File: config.mk
export PLATFORM = sky130hd
export DESIGN_NAME = pipe_gen
export DESIGN_NICKNAME = d
export VERILOG_FILES = /design/src/rtl/pipe_gen_pkg.sv /design/src/rtl/lfsr8.sv /design/src/rtl/pipe_gen.sv
export SDC_FILE = /design/constraint.sdc
export NUM_CORES = 1
export LEC_CHECK = 0
export ABC_AREA = 1
export BUFFER_PORTS_ARGS = -buffer_cell sky130_fd_sc_hd__buf_4
export CAP_MARGIN = 20
export CORE_AREA = 5 5 67 69
export CTS_CLUSTER_SIZE = 20
export DETAILED_ROUTE_END_ITERATION = 7
export DIE_AREA = 0 0 72 74
export PLACE_DENSITY_LB_ADDON = 0.2
export SLEW_MARGIN = 15
export SYNTH_ARGS = -nofsm -noshare
export SYNTH_HDL_FRONTEND = slang
export SYNTH_SLANG_ARGS = --single-unit
File: constraint.sdc
create_clock -name Clock -period 2.28 [get_ports Clock]
set_input_delay 0.456 -clock Clock [delete_from_list [all_inputs] [get_ports Clock]]
set_output_delay 0.456 -clock Clock [all_outputs]
set_load 0.005 [all_outputs]
File: src/rtl/pipe_gen_pkg.sv
`default_nettype none
// ============================================================================
//  Module      : pipe_gen_pkg
//  Description : Shared types and constants for the pipe column generator.
//                ROWS      - number of rows in one display column
//                col_t     - one display column, bit 0 is the top row
//                state_t   - generator FSM states (GAP, PIPE)
//                LFSR_TAPS - feedback mask for x^8+x^6+x^5+x^4+1
//                pipe_column() - builds a lit column with a vertical opening
//  Revision    : 1.0 - initial release
// ============================================================================
package pipe_gen_pkg;

  localparam int ROWS = 16;

  typedef logic [ROWS-1:0] col_t;

  typedef enum logic {
    GAP  = 1'b0,
    PIPE = 1'b1
  } state_t;

  // Register bits 7,5,4,3 feed the XOR for a left-shifting Fibonacci LFSR.
  localparam logic [7:0] LFSR_TAPS = 8'hB8;

  // Every row is lit except rows top .. top+g-1, which form the opening.
  function automatic col_t pipe_column(input logic [7:0] top, input logic [7:0] g);
    col_t c;
    for (int i = 0; i < ROWS; i++) begin
      c[i] = !((i >= int'(top)) && (i < int'(top) + int'(g)));
    end
    return c;
  endfunction

endpackage
`default_nettype wire

File: src/rtl/lfsr8.sv
`default_nettype none
// ============================================================================
//  Module      : lfsr8
//  Description : 8-bit Fibonacci LFSR, x^8+x^6+x^5+x^4+1, advancing on every
//                clock edge that is not a reset edge.
//  Ports       : Clock - rising-edge clock
//                RST   - synchronous active-high reset, loads seed
//                seed  - reset value (must be non-zero)
//                q     - current register contents
//  Revision    : 1.0 - initial release
// ============================================================================
module lfsr8
  import pipe_gen_pkg::*;
(
  input  logic       Clock,
  input  logic       RST,
  input  logic [7:0] seed,
  output logic [7:0] q
);

  logic [7:0] r_q;
  logic       w_fb;

  assign w_fb = ^(r_q & LFSR_TAPS);

  always_ff @(posedge Clock) begin
    if (RST) begin
      r_q <= seed;
    end else begin
      r_q <= {r_q[6:0], w_fb};
    end
  end

  assign q = r_q;

endmodule
`default_nettype wire

File: src/rtl/pipe_gen.sv
`default_nettype none
// ============================================================================
//  Module      : pipe_gen
//  Description : Generates scrolling pipe columns for a 16-row display.
//                Emits SPACING empty columns, then PIPE_WIDTH identical pipe
//                columns with a pseudo-random opening, and repeats. Columns
//                advance only on ticks (slowdown & enable).
//  Ports       : Clock      - rising-edge clock
//                RST        - synchronous active-high reset
//                slowdown   - one-cycle column tick strobe
//                enable     - game running; 0 freezes generation
//                genPipes   - current column, 1 = lit cell, bit 0 = top row
//                new_pipe   - one-cycle pulse when a pipe starts
//                pipe_count - completed pipes since reset, saturates at 255
//  Config      : PIPE_GEN_DIFFICULTY_EN - when defined, the opening shrinks by
//                one row every 4 completed pipes down to 3 rows.
//  Revision    : 1.0 - initial release
// ============================================================================
module pipe_gen
  import pipe_gen_pkg::*;
#(
  parameter int         PIPE_WIDTH = 2,
  parameter int         SPACING    = 4,
  parameter int         GAP_H      = 5,
  parameter logic [7:0] LFSR_SEED  = 8'hA5
)(
  input  logic        Clock,
  input  logic        RST,
  input  logic        slowdown,
  input  logic        enable,
  output logic [15:0] genPipes,
  output logic        new_pipe,
  output logic [7:0]  pipe_count
);

  localparam logic [3:0] c_GAP_LAST  = 4'(SPACING - 1);
  localparam logic [3:0] c_PIPE_LAST = 4'(PIPE_WIDTH - 1);

  logic [7:0] w_lfsr;
  logic       w_tick;
  logic [7:0] w_g;
  logic [7:0] w_r;
  logic [7:0] w_top;
  col_t       w_pipe_col;

  state_t     r_state;
  logic [3:0] r_cnt;
  col_t       r_col;
  logic       r_new_pipe;
  logic [7:0] r_pipe_count;

  lfsr8 u_lfsr (
    .Clock (Clock),
    .RST   (RST),
    .seed  (LFSR_SEED),
    .q     (w_lfsr)
  );

  assign w_tick = slowdown & enable;

`ifdef PIPE_GEN_DIFFICULTY_EN
  localparam logic [7:0] c_MAX_SHRINK = 8'(GAP_H - 3);
  logic [7:0] w_level;
  assign w_level = r_pipe_count >> 2;
  assign w_g     = 8'(GAP_H) - ((w_level > c_MAX_SHRINK) ? c_MAX_SHRINK : w_level);
`else
  assign w_g = 8'(GAP_H);
`endif

  // Low nibble of the LFSR picks the opening; the +1 and the 15-G range keep
  // the opening clear of both the top and bottom rows.
  assign w_r        = w_lfsr & 8'h0F;
  assign w_top      = 8'd1 + (w_r % (8'd15 - w_g));
  assign w_pipe_col = pipe_column(w_top, w_g);

  always_ff @(posedge Clock) begin
    if (RST) begin
      r_state      <= GAP;
      r_cnt        <= 4'd0;
      r_col        <= '0;
      r_new_pipe   <= 1'b0;
      r_pipe_count <= 8'd0;
    end else begin
      r_new_pipe <= 1'b0;
      if (w_tick) begin
        case (r_state)
          GAP: begin
            if (r_cnt == c_GAP_LAST) begin
              r_state    <= PIPE;
              r_cnt      <= 4'd0;
              r_col      <= w_pipe_col;
              r_new_pipe <= 1'b1;
            end else begin
              r_cnt <= r_cnt + 4'd1;
              r_col <= '0;
            end
          end
          PIPE: begin
            if (r_cnt == c_PIPE_LAST) begin
              r_state <= GAP;
              r_cnt   <= 4'd0;
              r_col   <= '0;
              if (r_pipe_count != 8'hFF) begin
                r_pipe_count <= r_pipe_count + 8'd1;
              end
            end else begin
              // Column is held so the pipe repeats unchanged.
              r_cnt <= r_cnt + 4'd1;
            end
          end
        endcase
      end
    end
  end

  assign genPipes   = r_col;
  assign new_pipe   = r_new_pipe;
  assign pipe_count = r_pipe_count;

endmodule
`default_nettype wire

==> metrics.md <==
| Metric | Value |
|---|---|
| DP Worst Slack | `0.0558 ns` |
| Clock Sinks | `38` |
| Vias in the first global route | `1887` |
| CTS HTree Levels | `2` |
| Count leader, synth | `nand2_1` |
| R2R setup slack | `0.18 ns` |
| Final Slew Violations | `0` |
| Top cell type by total area after synthesis | `dfxtp_1` |
| Dpl hpwl | `3500 µm` |
| Final-report hold violation count | `0` |
| Worst setup SP type | `register` |
| Crit Path Category | `reg -> reg` |
| Via count of the routed design | `2050` |
| Dpl cell area | `0.00242 mm²` |
| Die H | `74 µm` |
| Area Growth Syn to Fin | `21.1%` |
| Crit Path Max Fanout | `8` |
| Total Routing Usage GR | `18.5%` |
| Distinct cells, synth | `27` |
| Reg clk slew, reported paths | `0.08 ns` |
| Crit-path cells | `nand2_1, inv_1, nor2_4, ha_2, nor2_1, inv_1, nand2_1, nand3_1, nand2_2, o21ai_0, nand2_1, nand2_1, nand2_1, nand2_1` |
| Clk buf depth | `2` |
| Core box area | `0.00386 mm²` |
| Ranking of synthesized cells by area | `dfxtp_1, nand2_1, nand3_1` |
| Hold path cells | `1` |
| Gp weighted congestion | `0.962` |
| Clk root buf | `clkbuf_8` |
| Cell family with most CP delay | `simple AND/OR/NAND/NOR gates` |
| WL/cell | `11.6 µm` |
| Syn_nets | `335` |
| Worst slew margin relative to its limit | `54.8%` |
| Detailed Route Iter0 Violations | `122` |
| Die area | `0.00533 mm²` |
| Final Routed Wirelength | `4740 µm` |
| Status | `completed` |
| Antenna violations before repair | `0` |
| Sequential element share of the synthesized area | `36.0%` |
| Ports | `29` |
| Overflow left after global routing | `0` |
| VDD IR max | `0.000387 V` |
| Final Skew | `0.00624 ns` |
| Die Wd | `72 µm` |
| Cells after synthesis | `320` |
| Yosys reg bits | `38` |
| Syn Std Cell Area | `0.00211 mm²` |
| Clk_lat worst skew | `0.29 ns` |
| # rows | `23` |
| Syn Area/Cell | `6.60 µm²` |
| Post-CTS Resized | `0` |
| Crit-path most repeated cell | `nand2_1` |
| Ys async rst share | `0%` |
| Drt first pass iters | `4` |
| IO Port Bufs | `28` |
| Nets | `371` |
| RSZ-0062 raised after global routing | `true` |
| Ys flop type | `dfxtp_1` |
| DR DRC count | `0` |
| CTS hold repair buffers | `0` |
| R2r endpoint | `genPipes[8]` |
| Largest net degree at the start of global routing | `22` |
| Post-CTS setup repair buffer count | `0` |
| Pwr Total | `1.78 mW` |
| Routed Antenna Nets | `0` |
| CTS tree | `done` |
| Crit path time final | `2.10 ns` |
| Final instance area | `0.00256 mm²` |
| First-pass GRT wire length | `7830 µm` |
| Inserted Diodes | `0` |
| Max-Cap Viols | `0` |
| Post-route setup slack | `0.182 ns` |
| Type of destination of the critical path | `register` |
| Leakage | `1.29 nW` |
| Hold WC Path Type | `reg -> reg` |
| Initial Util | `54.8%` |
| Reg2reg start | `u_lfsr.q[3]` |
| Hold Startpoint | `u_lfsr.q[6]` |
| Period utilization | `92.0%` |
| Worst reg2reg path depth | `14` |
| Vias/cell | `5.04` |
| Synth top cells by count | `nand2_1, dfxtp_1, inv_1, nor2_1, nand3_1` |
| Pwr Density | `697 mW/mm²` |
| Setup violations, final | `0` |
| Min-Delay Endpoint | `u_lfsr.q[7]` |
| FMAX | `477 MHz` |
| Yosys warnings | `0` |
| Slowest-stage cell, CP | `dfxtp_2` |
| Crit path DAT | `2.28 ns` |
| Buf+Inv Stages, Crit Path | `2` |
| Post-synth EDFFs | `0` |
| Synth top area share | `36.0%` |
| Slowest stage delay, CP | `0.38 ns` |
| Layout cells sized above 1 | `19.3%` |
| Final core area utilization | `66.4%` |
| TritonCTS buffer count | `5` |
| Worst-Margin Slew | `0.677 ns` |
| Worst Path Required | `2.47 ns` |
[cell families after synthesis]
family	after synthesis	synth area share, %
buffers and inverters	45	7.99
XOR/XNOR	5	2.07
AND/OR/NAND/NOR	186	38.7
flip-flops	38	36.0
AO/OA/AOI/OAI	35	8.76
adder cells (fa/ha/maj)	11	6.51
[area by class of cell]
type,count,area (µm²)
Fill cell,369,1300
Multi-Input combinational cell,237,1220
Sequential cell,38,763
Timing Repair Buffer,35,263
Inverter,39,146
Clock buffer,5,68.8
Tap cell,50,62.6
Clock inverter,3,40.0
[routing by layer]
| layer | wire (µm) | global-route usage [%] | vias to the layer above |
|---|---|---|---|
| met3 | 178 | 3.92 | 8 |
| li1 | - | - | 1082 |
| met1 | 2190 | 22.2 | 920 |
| met5 | 0 | 0 | - |
| met4 | 82 | 8.77 | 0 |
| met2 | 2290 | 31.6 | 40 |
[cell usage in the layout, fill, tap and decap left out, types with 2 or more instances in the layout]
master    Yosys  final
dfxtp_1      38     36
nand2_2       6      7
nor2_4        1      2
inv_1        38     38
ha_1         11     10
o21ai_0      14     14
or2_2         3      3
nor2_1       37     35
clkbuf_8      0      5
nand3_2       1      3
nor4_1        2      2
a21oi_1      17     16
dfxtp_2       0      2
nor2_2        2      3
xor2_1        4      4
nor3_1        4      4
nand3_1      30     28
clkinv_2      0      2
nand2_1      96     95
buf_4         0     35
[registers in the layout (all words and copies together), names as in the netlist]
signal	cells
u_lfsr.q	8
r_cnt	4
genPipes	16
new_pipe	1
pipe_count	8
r_state	1
[metrics by stage]
step / std cells / TNS (ns) / hold WS, ns
global placement: 399 / 0 / 0.396
finish: 407 / 0 / 0.413
CTS: 407 / 0 / 0.419
floorplan: 320 / 0 / 0.389
global route: 407 / -0.0426 / 0.428
detailed placement: 399 / 0 / 0.409
[how the worst max path moves through the flow]
stage               slack, ns        start  cells after the start           end
finish                   0.18  u_lfsr.q[3]                     14   genPipes[8]
CTS                      0.04  u_lfsr.q[3]                     13   genPipes[8]
global route            -0.03  u_lfsr.q[1]                     14  genPipes[12]
floorplan                0.31  u_lfsr.q[3]                     13  genPipes[10]
detailed placement       0.06  u_lfsr.q[3]                     13   genPipes[8]
global placement         0.08  u_lfsr.q[3]                     13   genPipes[8]
[power breakdown]
group	total [mW]	internal [mW]	switching, mW
combinational	0.523	0.180	0.343
clock	0.559	0.322	0.237
sequential	0.701	0.682	0.0195
Power figures use the tool's default switching activity.
